**src/rtl/eth_frame_rx_param.sv**
```systemverilog
// Serial Ethernet frame receiver: hunts preamble/SFD, captures header fields,
// streams payload bytes and reports CRC-32 / length / address status per frame.
module eth_frame_rx_param #(
    parameter int          PRE_MIN     = 8,
    parameter int          MAX_PAYLOAD = 1500,
    parameter logic [47:0] MY_MAC      = 48'h0000_0000_0000,
    parameter logic [31:0] CRC_INIT    = 32'hFFFF_FFFF,
    parameter logic [31:0] CRC_XOROUT  = 32'hFFFF_FFFF
) (
    input  logic        clock,
    input  logic        reset,
    input  logic        in,
    input  logic        promisc,
    output logic [7:0]  pl_data,
    output logic        pl_valid,
    output logic        pl_last,
    output logic [47:0] dst_mac,
    output logic [47:0] src_mac,
    output logic [15:0] size,
    output logic        frame_done,
    output logic        frame_ok,
    output logic        fcs_err,
    output logic        len_err,
    output logic        addr_miss,
    output logic [2:0]  dbg_state
);
    typedef enum logic [2:0] {HUNT, DMAC, SMAC, LEN, PAYLOAD, FCS} state_t;

    localparam int                AW      = $clog2(PRE_MIN + 2);
    localparam logic [AW-1:0]     PRE_SAT = AW'(PRE_MIN);
    localparam logic [16:0]       MAX_LEN = 17'(MAX_PAYLOAD);
    localparam logic [31:0]       POLY    = 32'h04C1_1DB7;

    state_t        state;
    logic [AW-1:0] alt_cnt;
    logic          prev_bit;
    logic [10:0]   bit_cnt;
    logic [15:0]   byte_cnt;
    logic [31:0]   crc;
    logic [30:0]   fcs_sr;
    logic [6:0]    byte_sr;

    logic [31:0]   crc_next;
    logic [31:0]   fcs_next;
    logic [15:0]   len_next;
    logic          fcs_bad;
    logic          miss;

    always_comb begin
        crc_next = {crc[30:0], 1'b0} ^ ((crc[31] ^ in) ? POLY : 32'h0);
        fcs_next = {fcs_sr, in};
        len_next = {size[14:0], in};
        fcs_bad  = (fcs_next != (crc ^ CRC_XOROUT));
        miss     = (dst_mac != MY_MAC) && (dst_mac != 48'hFFFF_FFFF_FFFF) && !promisc;
    end

    assign dbg_state = state;

    always_ff @(posedge clock) begin
        if (reset) begin
            state      <= HUNT;
            alt_cnt    <= '0;
            prev_bit   <= 1'b0;
            bit_cnt    <= '0;
            byte_cnt   <= '0;
            crc        <= CRC_INIT;
            fcs_sr     <= '0;
            byte_sr    <= '0;
            pl_data    <= '0;
            pl_valid   <= 1'b0;
            pl_last    <= 1'b0;
            dst_mac    <= '0;
            src_mac    <= '0;
            size       <= '0;
            frame_done <= 1'b0;
            frame_ok   <= 1'b0;
            fcs_err    <= 1'b0;
            len_err    <= 1'b0;
            addr_miss  <= 1'b0;
        end else begin
            pl_valid   <= 1'b0;
            pl_last    <= 1'b0;
            frame_done <= 1'b0;
            frame_ok   <= 1'b0;
            fcs_err    <= 1'b0;
            len_err    <= 1'b0;
            addr_miss  <= 1'b0;
            case (state)
                HUNT: begin
                    prev_bit <= in;
                    if (in != prev_bit) begin
                        if (alt_cnt < PRE_SAT) alt_cnt <= alt_cnt + AW'(1);
                    end else if (in && (alt_cnt >= PRE_SAT)) begin
                        state    <= DMAC;
                        crc      <= CRC_INIT;
                        bit_cnt  <= 11'd47;
                        alt_cnt  <= '0;
                        prev_bit <= 1'b0;
                    end else begin
                        alt_cnt <= '0;
                    end
                end
                DMAC: begin
                    dst_mac <= {dst_mac[46:0], in};
                    crc     <= crc_next;
                    if (bit_cnt == 11'd0) begin
                        state   <= SMAC;
                        bit_cnt <= 11'd47;
                    end else begin
                        bit_cnt <= bit_cnt - 11'd1;
                    end
                end
                SMAC: begin
                    src_mac <= {src_mac[46:0], in};
                    crc     <= crc_next;
                    if (bit_cnt == 11'd0) begin
                        state   <= LEN;
                        bit_cnt <= 11'd15;
                    end else begin
                        bit_cnt <= bit_cnt - 11'd1;
                    end
                end
                LEN: begin
                    size <= len_next;
                    crc  <= crc_next;
                    if (bit_cnt == 11'd0) begin
                        // Oversized frames are dropped right here; nothing further is consumed.
                        if ({1'b0, len_next} > MAX_LEN) begin
                            frame_done <= 1'b1;
                            len_err    <= 1'b1;
                            state      <= HUNT;
                        end else if (len_next == 16'd0) begin
                            state   <= FCS;
                            bit_cnt <= 11'd31;
                        end else begin
                            state    <= PAYLOAD;
                            bit_cnt  <= 11'd7;
                            byte_cnt <= 16'd1;
                        end
                    end else begin
                        bit_cnt <= bit_cnt - 11'd1;
                    end
                end
                PAYLOAD: begin
                    byte_sr <= {byte_sr[5:0], in};
                    crc     <= crc_next;
                    if (bit_cnt == 11'd0) begin
                        pl_valid <= 1'b1;
                        pl_data  <= {byte_sr, in};
                        if (byte_cnt == size) begin
                            pl_last <= 1'b1;
                            state   <= FCS;
                            bit_cnt <= 11'd31;
                        end else begin
                            byte_cnt <= byte_cnt + 16'd1;
                            bit_cnt  <= 11'd7;
                        end
                    end else begin
                        bit_cnt <= bit_cnt - 11'd1;
                    end
                end
                FCS: begin
                    fcs_sr <= fcs_next[30:0];
                    if (bit_cnt == 11'd0) begin
                        frame_done <= 1'b1;
                        fcs_err    <= fcs_bad;
                        addr_miss  <= miss;
                        frame_ok   <= !fcs_bad && !miss;
                        state      <= HUNT;
                    end else begin
                        bit_cnt <= bit_cnt - 11'd1;
                    end
                end
                default: state <= HUNT;
            endcase
        end
    end
endmodule

```
**config.mk**
```make
export PLATFORM = sky130hd
export DESIGN_NAME = eth_frame_rx_param
export DESIGN_NICKNAME = d
export VERILOG_FILES = /design/src/rtl/eth_frame_rx_param.sv
export SDC_FILE = /design/constraint.sdc
export NUM_CORES = 1
export LEC_CHECK = 0
export BUFFER_PORTS_ARGS = -buffer_cell sky130_fd_sc_hd__buf_2
export CORE_ASPECT_RATIO = 0.5
export CORE_MARGIN = 2
export CORE_UTILIZATION = 55
export DETAILED_ROUTE_END_ITERATION = 8
export PLACE_DENSITY = 0.77
export SYNTH_ARGS = -nofsm -noshare
export SYNTH_HDL_FRONTEND = slang
export SYNTH_SLANG_ARGS = --single-unit
```
**constraint.sdc**
```tcl
create_clock -name clock -period 2.9 [get_ports clock]
set_input_delay 0.145 -clock clock [delete_from_list [all_inputs] [get_ports clock]]
set_output_delay 0.145 -clock clock [all_outputs]
set_load 0.01 [all_outputs]
```
==> summary.txt, run 1 <==
Clock tree
  • Number of setup buffers added after CTS: 0
  • Clock buffer depth: 3
  • Clock buffers created by TritonCTS: 21
  • Sink Count: about 230
  • Number of H-tree branching levels: 1
  • CTS Root Buffer Type: clkbuf_16
  • CTS resizes: 0
  • Clock edge transition at the registers on the reported setup and hold paths: 70 ps
  • Clock latency reported for the late side of the worst-skew pair: about 500 ps
  • CTS tree: yes

Timing
  • Final sum of negative setup slack: 0 ps
  • Final worst path period share: 0.858
  • Transition at the pin with the smallest max-transition slack: 933 ps
  • Final hold violations: 0
  • Worst Hold Margin: 150 ps
  • Max-slew headroom: 0.378
  • Final Max Slew Viols: 0
  • Setup repair after global routing missed its margin: no
  • Final setup violating endpoints: 0
  • Max Freq: ~400 MHz
  • Post-layout minimum cycle time: 2490 ps
  • Final worst clock skew: 10.6 ps

GRT
  • Busiest grt layer: met2
  • Global Route Usage Sum: 0.248
  • Met3 track utilization from global routing: 0.0515
  • Via count of the first global-routing pass: 7891
  • Remaining global-route overflow: 0
  • Largest net degree at the start of global routing: between 70 and 80
  • First-pass GRT wire length: 38.8 mm
  • Number of antenna violations at the first check in global routing: 0
  • Met1 demand-to-capacity share in global routing: 0.344
  • Met2 demand-to-capacity share in global routing: 0.398

Power
  • Power per standard cell area: 766 nW/um2
  • Maximum vdd ir drop: 0.000451 V
  • Leakage power: 0.00420 uW
  • Total power of the final layout: 8430 uW

Synth
  • Post-synth EDFFs: 0
  • Average cell area after synthesis: 8.01 um2
  • Flip-flop cell with the highest count after synthesis: dfxtp_1
  • Synthesized cell area: 9520 um2
  • Portion of the post-synthesis area used by sequential elements: 0.488
  • Synth Instances: 1189
  • Asr flop ratio synth: 0
  • Total nets after synthesis: 1198
  • Number of flip-flops and latches in the synthesized netlist: 232
  • Yosys warns: 0
  • Cell variety after synth: 57

Outcome
  • Result of the run: finished, final reports clean

Finish
  • Leading cell type in the layout, fill and taps excluded: nand2_1
  • Multi-input gate area in the final layout: 4570 um2
  • Core occupancy in the finished layout: 0.662
  • Area delta synth->final: 15.6%
  • Commonest non-fill, non-tap cells in the layout: nand2_1 (377), dfxtp_1 (232), a21oi_1 (183), buf_2 (132), xnor2_1 (47)
  • Fraction of final layout cells sized beyond drive strength 1: 0.153
  • Net count reported at finish: 1299
  • # diodes: 0
  • Fill count: 1427
  • Register cell area after layout: 4640 um2

Placement
  • Count of input and output buffers: 133
  • Post-DP HPWL: 15.4 mm
  • Routability congestion estimate from global placement: roughly 0.9

Run
  • Max Cap Violations: 0

Route
  • Via count: 8627
  • Routed length per instance: 15.3 um
  • Total iterations of the first detailed-routing run: 6
  • Number of antenna-violating nets in the routed design: 0
  • Post-route DRC: 0
  • Vias/cell: 5.63
  • Count of routing violations after the opening detailed-route iteration: 570
  • DRT Wirelength: 23.4 mm

Die
  • Number of top-level design ports: 134
  • Die outline width: 190 um
  • Die Height: ~97 um
  • Die Outline Area: 18400 um2
  • Area of the core region: approximately 17000 um2
  • Starting density of the core: 0.572
  • Standard-cell rows: 33

Worst setup path
  • Required time at the endpoint of the critical path: 3320 ps
  • Type of the setup path with the least slack: reg -> reg
  • Worst path arrival time: 2910 ps
  • Kind of launch point of the worst setup path: register
  • Crit path max fanout: 20
  • Sort of element at the end of the critical path: register

Worst hold path
  • Worst hold path type: in -> reg
==> worst max-delay path, stage by stage (launching register included) <==
cell and delay, ps:
dfxtp_1 480, xor2_1 120, nor4_1 300, nand4_1 360
a22oi_2 780, o21ai_0 210, a21oi_1 160
==> path summary, 6_finish.rpt <==
path	from	endpoint	slack, ps	cells past startpoint
setup / recovery	byte_cnt[2]	byte_cnt[4]	410	6
hold / removal	reset	bit_cnt[0]	150	2
setup reg to reg	byte_cnt[2]	byte_cnt[4]	410	6
hold reg to reg	pl_data[6]	pl_data[6]	460	2
==> cell families (layout without fill, tap and decap cells) <==
logic type	after synthesis	count (layout)	synth area share
multiplexers	3	3	0.00315
AND/OR/NAND/NOR	527	527	0.246
AO/OA/AOI/OAI	271	271	0.160
XOR/XNOR	67	67	0.0616
flip-flops	232	232	0.488
adder cells (fa/ha/maj)	5	5	0.00657
buffers and inverters	84	199	0.0349
==> layer usage <==
metal | vias up | routed length [um]
met5 | - | 0
met4 | 0 | 440
met3 | 35 | 1590
met2 | 253 | 10400
met1 | 4062 | 10900
li1 | 4277 | -
==> final cells by class <==
class                      instances  area share
sequential                       232       0.422
multi-input combinational        873       0.415
timing repair buffer             153      0.0748
clock buffer                      25      0.0500
tap                              227      0.0258
clock inverter                    12     0.00921
inverter                           9     0.00307
==> sequential cells by signal (all words and copies together), names as in the netlist, 3 cells and up <==
register and cells:
dbg_state 3, crc 32, pl_data 8, byte_cnt 16
alt_cnt 4, src_mac 48, byte_sr 7, fcs_sr 31
dst_mac 48, size 16, bit_cnt 11
==> synth_stat cells, drive strengths merged (2+ instances only) <==
cell,count,area [um2]
o21ai,15,75.1
nor3b,3,33.8
xnor2,48,420
a211oi,3,22.5
nand3b,2,15.0
nor2,21,78.8
xor2,19,166
a21oi,183,916
or3,8,50.1
nand2b,4,25.0
or4,9,71.3
and3b,2,17.5
a32o,2,20.0
ha,5,62.6
inv,8,30.0
mux2i,3,30.0
clkbuf,60,225
nor2b,4,25.0
nor3,13,76.3
nand4,20,125
o211ai,4,30.0
a31oi,6,37.5
and2,4,25.0
or2,3,18.8
a22oi,3,27.5
a311oi,5,43.8
and3,5,31.3
o22ai,31,194
o221ai,2,17.5
buf,15,73.8
o31ai,5,37.5
o21a,3,22.5
nor4,34,228
nand2,377,1420
nand3,15,75.1
dfxtp,232,4640
==> where the power goes <==
part / total (uW) / internal [uW] / switching, uW
Combinational: 2180 / 706 / 1480
Clock: 2680 / 1460 / 1220
Sequential: 3570 / 3350 / 223
==> metrics by stage <==
stage	setup slack, ps	cells	area, um2
2_1_floorplan	863	1189	9520
3_3_place_gp	570	1492	10300
3_5_place_dp	438	1492	10300
4_1_cts	433	1531	11000
5_1_grt	189	1531	11000
6_report	411	1531	11000
==> timing repair <==
action / in CTS / in global routing
hold buffers: 2 / 0
endpoints found under the hold margin: 2 / 0
endpoints found under the setup margin: 0 / 0
No activity file was read; power rests on OpenSTA's default activity.
==> run 2: changes to the inputs <==
--- a/config.mk
+++ b/config.mk
@@ -7,7 +7,7 @@
 export LEC_CHECK = 0
 export BUFFER_PORTS_ARGS = -buffer_cell sky130_fd_sc_hd__buf_2
 export CORE_ASPECT_RATIO = 0.5
-export CORE_MARGIN = 2
+export CORE_MARGIN = 5
 export CORE_UTILIZATION = 55
 export DETAILED_ROUTE_END_ITERATION = 8
 export PLACE_DENSITY = 0.77
==> run 2 against run 1 <==
  * Cell count is 0.39% higher
  * Highest routed layer unchanged
  * Worst hold slack worse by 98 ps
  * Critical path type unchanged
  * Critical endpoint is now byte_cnt[1]
  * Sequential share of layout area is 0.062 points lower
  * Largest cell class unchanged
==> summary.txt, run 2 (synthesis results as in run 1) <==
Power
  • Total net switching power: 2850 uW (was 2920 uW)
  • Power per standard cell area: 768 nW/um2 (was 766 nW/um2)
  • Cell-internal power: 5620 uW (was 5510 uW)
  • Clock network power share: 0.318 (about the same)
  • Net switching fraction of the power: 0.336 (was 0.346)
  • Part of the total power dissipated in combinational logic: 0.261 (was 0.259)
  • Leakage power: 0.00421 uW (was 0.00420 uW)
  • Maximum vdd ir drop: 0.000437 V (was 0.000451 V)
  • Sequential Power Share: 0.421 (was 0.423)

Route
  • Routed length per instance: 15.3 um (about the same)
  • DRT Wirelength: 23.6 mm (was 23.4 mm)
  • Number of antenna-violating nets in the routed design: 0 (unchanged)
  • Vias/cell: 5.58 (was 5.63)
  • Via count: 8584 (was 8627)
  • Total iterations of the first detailed-routing run: 5 (was 6)
  • Count of routing violations after the opening detailed-route iteration: 560 (was 570)
  • Post-route DRC: 0 (unchanged)

Worst setup path
  • Cell depth of the worst flop-to-flop path: 6 (unchanged)
  • Kind of launch point of the worst setup path: register (unchanged)
  • Type of the setup path with the least slack: reg -> reg (unchanged)
  • Endpoint of the worst-slack reg-to-reg timing path: byte_cnt[1] (was byte_cnt[4])
  • Crit path max fanout: 20 (unchanged)
  • Required time at the endpoint of the critical path: 3260 ps (was 3320 ps)
  • Reg-to-reg startpoint: byte_cnt[2] (unchanged)
  • Setup slack of the worst register-to-register path: 470 ps (was 410 ps)
  • Worst path arrival time: 2790 ps (was 2910 ps)
  • Sort of element at the end of the critical path: register (unchanged)
  • Worst setup path startpoint: byte_cnt[2] (unchanged)

GRT
  • Global Route Usage Sum: 0.228 (was 0.248)
  • Via count of the first global-routing pass: 8039 (was 7891)
  • First-pass GRT wire length: 39.1 mm (was 38.8 mm)
  • Remaining global-route overflow: 0 (unchanged)
  • Number of antenna violations at the first check in global routing: 0 (unchanged)
  • Largest net degree at the start of global routing: 79 (was 77)

Die
  • Die Height: 103 um (was 97.0 um)
  • Number of top-level design ports: 134 (unchanged)
  • Area of the core region: 17200 um2 (was 16600 um2)
  • Starting density of the core: 0.554 (was 0.572)
  • Standard-cell rows: 34 (was 33)
  • Die Outline Area: 20200 um2 (was 18400 um2)
  • Die outline width: 196 um (was 190 um)

Clock tree
  • CTS Root Buffer Type: clkbuf_16 (unchanged)
  • Clock latency reported for the late side of the worst-skew pair: 500 ps (about the same)
  • Clock buffer depth: 3 (unchanged)
  • CTS tree: yes (unchanged)
  • Clock buffers created by TritonCTS: 20 (was 21)
  • Clock edge transition at the registers on the reported setup and hold paths: 70 ps (about the same)
  • Number of H-tree branching levels: 1 (unchanged)
  • Sink Count: 232 (unchanged)

Finish
  • Area of all placed cells without fillers: 11000 um2 (about the same)
  • Commonest non-fill, non-tap cells in the layout: nand2_1 (377), dfxtp_1 (232), a21oi_1 (183), buf_2 (132), xnor2_1 (48) (was nand2_1 (377), dfxtp_1 (232), a21oi_1 (183), buf_2 (132), xnor2_1 (47))
  • Core occupancy in the finished layout: 0.641 (was 0.662)
  • Leading cell type in the layout, fill and taps excluded: nand2_1 (unchanged)
  • Area delta synth->final: 15.8% (was 15.6%)
  • # diodes: 0 (unchanged)
  • Fraction of final layout cells sized beyond drive strength 1: 0.152 (was 0.153)
  • Registers with the most flip-flops: dst_mac x48, src_mac x48, crc x32 (unchanged)
  • Cell Count, Final, Fillers Out: 1537 (was 1531)
  • Net count reported at finish: 1299 (unchanged)

Worst hold path
  • Startpoint of the tightest hold check path: in (was reset)
  • Number of cells traversed by the worst hold path: 3 (was 2)
  • End point of the worst hold path: fcs_sr[0] (was bit_cnt[0])
  • Worst hold path type: in -> reg (unchanged)

Placement
  • Count of input and output buffers: 133 (unchanged)
  • Post-DP HPWL: 16.0 mm (was 15.4 mm)
  • Worst slack after detailed placement: 506 ps (was 438 ps)
  • Placed instance area: 10400 um2 (was 10300 um2)
  • Inst Count DP: 1501 (was 1492)
  • Routability congestion estimate from global placement: 0.882 (was 0.918)

Timing
  • Max-slew headroom: 0.292 (was 0.378)
  • Setup repair after global routing missed its margin: no (unchanged)
  • Final worst clock skew: 11.9 ps (was 10.6 ps)
  • Max Freq: 411 MHz (was 402 MHz)
  • Post-layout minimum cycle time: 2430 ps (was 2490 ps)
  • Post-route setup slack: 467 ps (was 411 ps)
  • Final worst path period share: 0.839 (was 0.858)
  • Final setup violating endpoints: 0 (unchanged)
  • Final sum of negative setup slack: 0 ps (unchanged)
  • Final Max Slew Viols: 0 (unchanged)
  • Transition at the pin with the smallest max-transition slack: 1050 ps (was 933 ps)
  • Final hold violations: 0 (unchanged)

Run
  • Max Cap Violations: 0 (unchanged)

Outcome
  • Result of the run: finished, final reports clean (unchanged)
run 2: cell count changes in the layout (fill, tap and decap cells not counted):
cell	previous run	this run
inv_6	1	0
clkinvlp_4	2	1
clkbuf_8	1	5
clkinv_4	2	0
clkinv_2	6	3
xnor2_2	1	0
dlygate4sd3_1	2	1
xnor2_1	47	48
buf_4	19	21
clkbuf_1	3	4
run 2: critical path, stage by stage (launching register included):
cell	delay, ps
dfxtp_1	480
xor2_1	110
nor4_1	290
nand4_1	340
a22oi_2	760
mux2i_1	260
nor2_1	60
run 2: stage by stage:
stage               hold WS [ps]  total power, uW
floorplan                    325             5280
global placement             440             5750
detailed placement           445             5810
CTS                         43.8             8480
global route                60.5             8910
finish                      52.6             8460
run 2: power groups by stage:
stage                     clock (uW)  combinational, uW  sequential [uW]
after floorplan                    0               1700             3570
after global placement             0               2140             3620
after detailed placement           0               2180             3630
after CTS                       2740               2190             3560
after global routing            2860               2460             3590
final                           2690               2210             3560
run 2: worst max path at each step:
stage / end / slack [ps] / depth (start not counted)
final: byte_cnt[1] / 470 / 6
after global routing: byte_cnt[4] / 210 / 6
after CTS: dbg_state[0] / 520 / 8
after detailed placement: dbg_state[0] / 510 / 8
after global placement: byte_cnt[1] / 570 / 6
after floorplan: bit_cnt[4] / 860 / 9
run 2: layer usage:
layer,up-vias,track usage,wire length (um)
met5,-,0,0
met4,0,0.0579,468
met3,41,0.0470,1490
met2,237,0.390,11000
met1,4031,0.301,10600
li1,4275,-,-
run 2: repair_timing:
action / CTS / global route
buffers inserted: 0 / 0
hold buffers: 1 / 0
gates resized for setup: 0 / 0
hold endpoints to repair: 1 / 0
run 2: cell type report:
class | count | area [um2]
Clock inverter | 5 | 52.6
Timing Repair Buffer | 154 | 828
Fill cell | 1482 | 6160
Clock buffer | 30 | 609
Multi-Input combinational cell | 873 | 4560
Inverter | 9 | 33.8
Tap cell | 234 | 293
Sequential cell | 232 | 4640
==> run 3: changes to the inputs <==
--- a/config.mk
+++ b/config.mk
@@ -5,12 +5,13 @@
 export SDC_FILE = /design/constraint.sdc
 export NUM_CORES = 1
 export LEC_CHECK = 0
+export ABC_AREA = 1
 export BUFFER_PORTS_ARGS = -buffer_cell sky130_fd_sc_hd__buf_2
 export CORE_ASPECT_RATIO = 0.5
 export CORE_MARGIN = 5
 export CORE_UTILIZATION = 55
 export DETAILED_ROUTE_END_ITERATION = 8
-export PLACE_DENSITY = 0.77
+export PLACE_DENSITY = 0.76
 export SYNTH_ARGS = -nofsm -noshare
 export SYNTH_HDL_FRONTEND = slang
 export SYNTH_SLANG_ARGS = --single-unit
==> constraint.sdc (replaced) <==
create_clock -name clock -period 2.35 [get_ports clock]
set_input_delay 0.1175 -clock clock [delete_from_list [all_inputs] [get_ports clock]]
set_output_delay 0.1175 -clock clock [all_outputs]
set_load 0.01 [all_outputs]
==> run 3 against run 2 <==
  * Sequential power rose by 46%
  * Utilization down 0.50 points
  * Combinational power grew 100%
  * Non-clock buffer count fell by 3
  * Worst hold slack better by 20 ps
  * Routed wire length grew 12%
  * Sequential share of layout area is 2.5 points lower
  * Area after synthesis is 8.1% higher
  * Flip-flop and latch count did not move
  * First-iteration DRC count increased by 54%
  * Clock-buffer cell count fell by 1
  * Largest cell class is now multi-input combinational cells
==> summary.txt, run 3 <==
Worst setup path
  • Reg-to-reg startpoint: bit_cnt[0] (was byte_cnt[2])
  • Sort of element at the end of the critical path: register (unchanged)
  • Endpoint of the worst-slack reg-to-reg timing path: bit_cnt[9] (was byte_cnt[1])
  • List of cells traversed by the critical path: inv_1 > ha_1 > nand3_1 > nor2_1 > nand2_1 > nor2_4 > nand2_2 > nand2_2 > o21ai_1 > nor2_1 (was xor2_1 > nor4_1 > nand4_1 > a22oi_2 > mux2i_1 > nor2_1)
  • Slowest library cell on the worst path: dfxtp_1 (was a22oi_2)
  • Setup slack of the worst register-to-register path: 310 ps (was 470 ps)
  • Worst setup path endpoint: bit_cnt[9] (was byte_cnt[1])
  • Delay contributed by the slowest stage of the critical path: 360 ps (was 760 ps)
  • Worst setup path startpoint: bit_cnt[0] (was byte_cnt[2])
  • Cell depth of the worst flop-to-flop path: 10 (was 6)
  • Crit path max fanout: 11 (was 20)
  • Kind of launch point of the worst setup path: register (unchanged)
  • Type of the setup path with the least slack: reg -> reg (unchanged)
  • Worst path arrival time: 2410 ps (was 2790 ps)
  • Required time at the endpoint of the critical path: 2720 ps (was 3260 ps)

Finish
  • Fill count: 1666 (was 1482)
  • Net count reported at finish: 1515 (was 1299)
  • Commonest non-fill, non-tap cells in the layout: nand2_1 (268), dfxtp_1 (232), a21oi_1 (167), buf_2 (132), inv_1 (121) (was nand2_1 (377), dfxtp_1 (232), a21oi_1 (183), buf_2 (132), xnor2_1 (48))
  • Area of all placed cells without fillers: 11700 um2 (was 11000 um2)
  • Area delta synth->final: 13.7% (was 15.8%)
  • # diodes: 0 (unchanged)
  • Leading cell type in the layout, fill and taps excluded: nand2_1 (unchanged)
  • Fraction of final layout cells sized beyond drive strength 1: 0.154 (was 0.152)
  • Registers with the most flip-flops: dst_mac x48, src_mac x48, crc x32 (unchanged)

Clock tree
  • Clock buffer depth: 3 (unchanged)
  • Number of setup buffers added after CTS: 0 (unchanged)
  • CTS Root Buffer Type: clkbuf_16 (unchanged)
  • Number of H-tree branching levels: 1 (unchanged)
  • Number of buffers added to fix hold violations after cts: 1 (unchanged)
  • CTS resizes: 0 (unchanged)
  • Clock buffers created by TritonCTS: 21 (was 20)
  • CTS tree: yes (unchanged)
  • Clock edge transition at the registers on the reported setup and hold paths: 70 ps (about the same)
  • Clock latency reported for the late side of the worst-skew pair: 500 ps (about the same)
  • Sink Count: 232 (unchanged)

Placement
  • Placed instance area: 11100 um2 (was 10400 um2)
  • Post-DP HPWL: 18.0 mm (was 16.0 mm)
  • Count of input and output buffers: 133 (unchanged)
  • Routability congestion estimate from global placement: 0.939 (was 0.882)

Synth
  • Total nets after synthesis: 1418 (was 1198)
  • Number of flip-flops and latches in the synthesized netlist: 232 (unchanged)
  • Synth Instances: 1409 (was 1189)
  • Commonest cells in the netlist: nand2_1 (268), dfxtp_1 (232), a21oi_1 (167), inv_1 (122), o21ai_0 (115) (was nand2_1 (377), dfxtp_1 (232), a21oi_1 (183), clkbuf_1 (60), xnor2_1 (48))
  • Asr flop ratio synth: 0 (unchanged)
  • Synthesized cell area: 10300 um2 (was 9520 um2)
  • Proportion of netlist area held by the largest area contributor: 0.451 (was 0.488)
  • Average cell area after synthesis: 7.31 um2 (was 8.01 um2)
  • Synth top area cells: dfxtp_1 (45%), nand2_1 (9.8%), a21oi_1 (8.1%) (was dfxtp_1 (49%), nand2_1 (15%), a21oi_1 (9.6%))
  • Post-synth EDFFs: 0 (unchanged)
  • Top cell type by total area after synthesis: dfxtp_1 (unchanged)
  • Flip-flop cell with the highest count after synthesis: dfxtp_1 (unchanged)
  • Most used standard cell by instance count after synthesis: nand2_1 (unchanged)
  • Cell variety after synth: 46 (was 57)
  • Yosys warns: 0 (unchanged)
  • Portion of the post-synthesis area used by sequential elements: 0.451 (was 0.488)

Route
  • Count of routing violations after the opening detailed-route iteration: 861 (was 560)
  • Via count: 9653 (was 8584)
  • Routed length per instance: 15.0 um (was 15.3 um)
  • Vias/cell: 5.50 (was 5.58)
  • Total iterations of the first detailed-routing run: 5 (unchanged)
  • Metal1 wirelength: 12.1 mm (was 10.6 mm)
  • Number of antenna-violating nets in the routed design: 0 (unchanged)
  • Met2 routed WL: 12.2 mm (was 11.0 mm)
  • DRT Wirelength: 26.4 mm (was 23.6 mm)
  • Total met3 wirelength after detailed routing: 1.59 mm (was 1.49 mm)
  • Top Metal Used: met4 (unchanged)
  • Post-route DRC: 0 (unchanged)

Die
  • Die Outline Area: 21700 um2 (was 20200 um2)
  • Starting density of the core: 0.560 (was 0.554)
  • Die Height: 107 um (was 103 um)
  • Die outline width: 203 um (was 196 um)
  • Area of the core region: 18400 um2 (was 17200 um2)
  • Number of top-level design ports: 134 (unchanged)
  • Standard-cell rows: 35 (was 34)

Timing
  • Final Max Slew Viols: 0 (unchanged)
  • Final setup violating endpoints: 0 (unchanged)
  • Post-layout minimum cycle time: 2040 ps (was 2430 ps)
  • Final sum of negative setup slack: 0 ps (unchanged)
  • Final worst path period share: 0.868 (was 0.839)
  • Max-slew headroom: 0.462 (was 0.292)
  • Setup repair after global routing missed its margin: no (unchanged)
  • Max Freq: 490 MHz (was 411 MHz)
  • Worst Hold Margin: 73.1 ps (was 52.6 ps)
  • Final hold violations: 0 (unchanged)
  • Final worst clock skew: 12.7 ps (was 11.9 ps)
  • Transition at the pin with the smallest max-transition slack: 807 ps (was 1050 ps)

GRT
  • Global Route Usage Sum: 0.238 (was 0.228)
  • Remaining global-route overflow: 0 (unchanged)
  • First-pass GRT wire length: 44.2 mm (was 39.1 mm)
  • Number of antenna violations at the first check in global routing: 0 (unchanged)
  • Largest net degree at the start of global routing: 58 (was 79)
  • Via count of the first global-routing pass: 8884 (was 8039)

Power
  • Power per standard cell area: 1100 nW/um2 (was 768 nW/um2)
  • Maximum vdd ir drop: 0.000625 V (was 0.000437 V)
  • Total power of the final layout: 12900 uW (was 8460 uW)
  • Leakage power: 0.00486 uW (was 0.00421 uW)

Run
  • Max Cap Violations: 0 (unchanged)

Outcome
  • Result of the run: finished, final reports clean (unchanged)

Worst hold path
  • Worst hold path type: in -> reg (unchanged)
[run 3: worst max-delay path, delay by kind of cell, from the launching register on]
family / cells / cell delay [ps]
flops: 1 / 360
compound gates: 1 / 350
buf+inv: 1 / 80
simple gates: 7 / 910
fa+ha+maj: 1 / 210
[run 3: how the worst min path moves through the flow]
stage	start	depth (start not counted)	endpoint
6_report	reset	2	len_err
5_1_grt	reset	2	dst_mac[16]
4_1_cts	reset	2	len_err
3_5_place_dp	promisc	4	addr_miss
3_3_place_gp	promisc	4	addr_miss
2_1_floorplan	promisc	3	addr_miss
[run 3: cell type report]
type	count	area (um2)	share of cell area
Sequential cell	232	4640	0.397
Timing Repair Buffer	151	818	0.0699
Clock inverter	4	51.3	0.00438
Tap cell	240	300	0.0257
Inverter	140	528	0.0451
Multi-Input combinational cell	960	4780	0.408
Clock buffer	29	586	0.0500
[run 3: cell families after synthesis]
family          share of synthesized area
simple gates                        0.245
compound gates                      0.185
flops                               0.451
buf+inv                            0.0848
xor+xnor                           0.0289
fa+ha+maj                         0.00608
[run 3: layer usage]
metal,vias to the layer above,GRT usage
li1,4860,-
met2,262,0.391
met1,4489,0.329
met3,42,0.0447
met5,-,0
met4,0,0.0558
[run 3: report_power, final]
group | switching (uW) | internal, uW
clock network | 1420 | 1840
logic | 2950 | 1480
registers | 637 | 4560
[run 3: stage by stage]
stage	cells	util	worst slack [ps]
finish	1756	0.636	309
global route	1756	0.636	76.9
CTS	1756	0.636	324
detailed placement	1722	0.601	354
global placement	1722	0.601	415
floorplan	1409	-	758
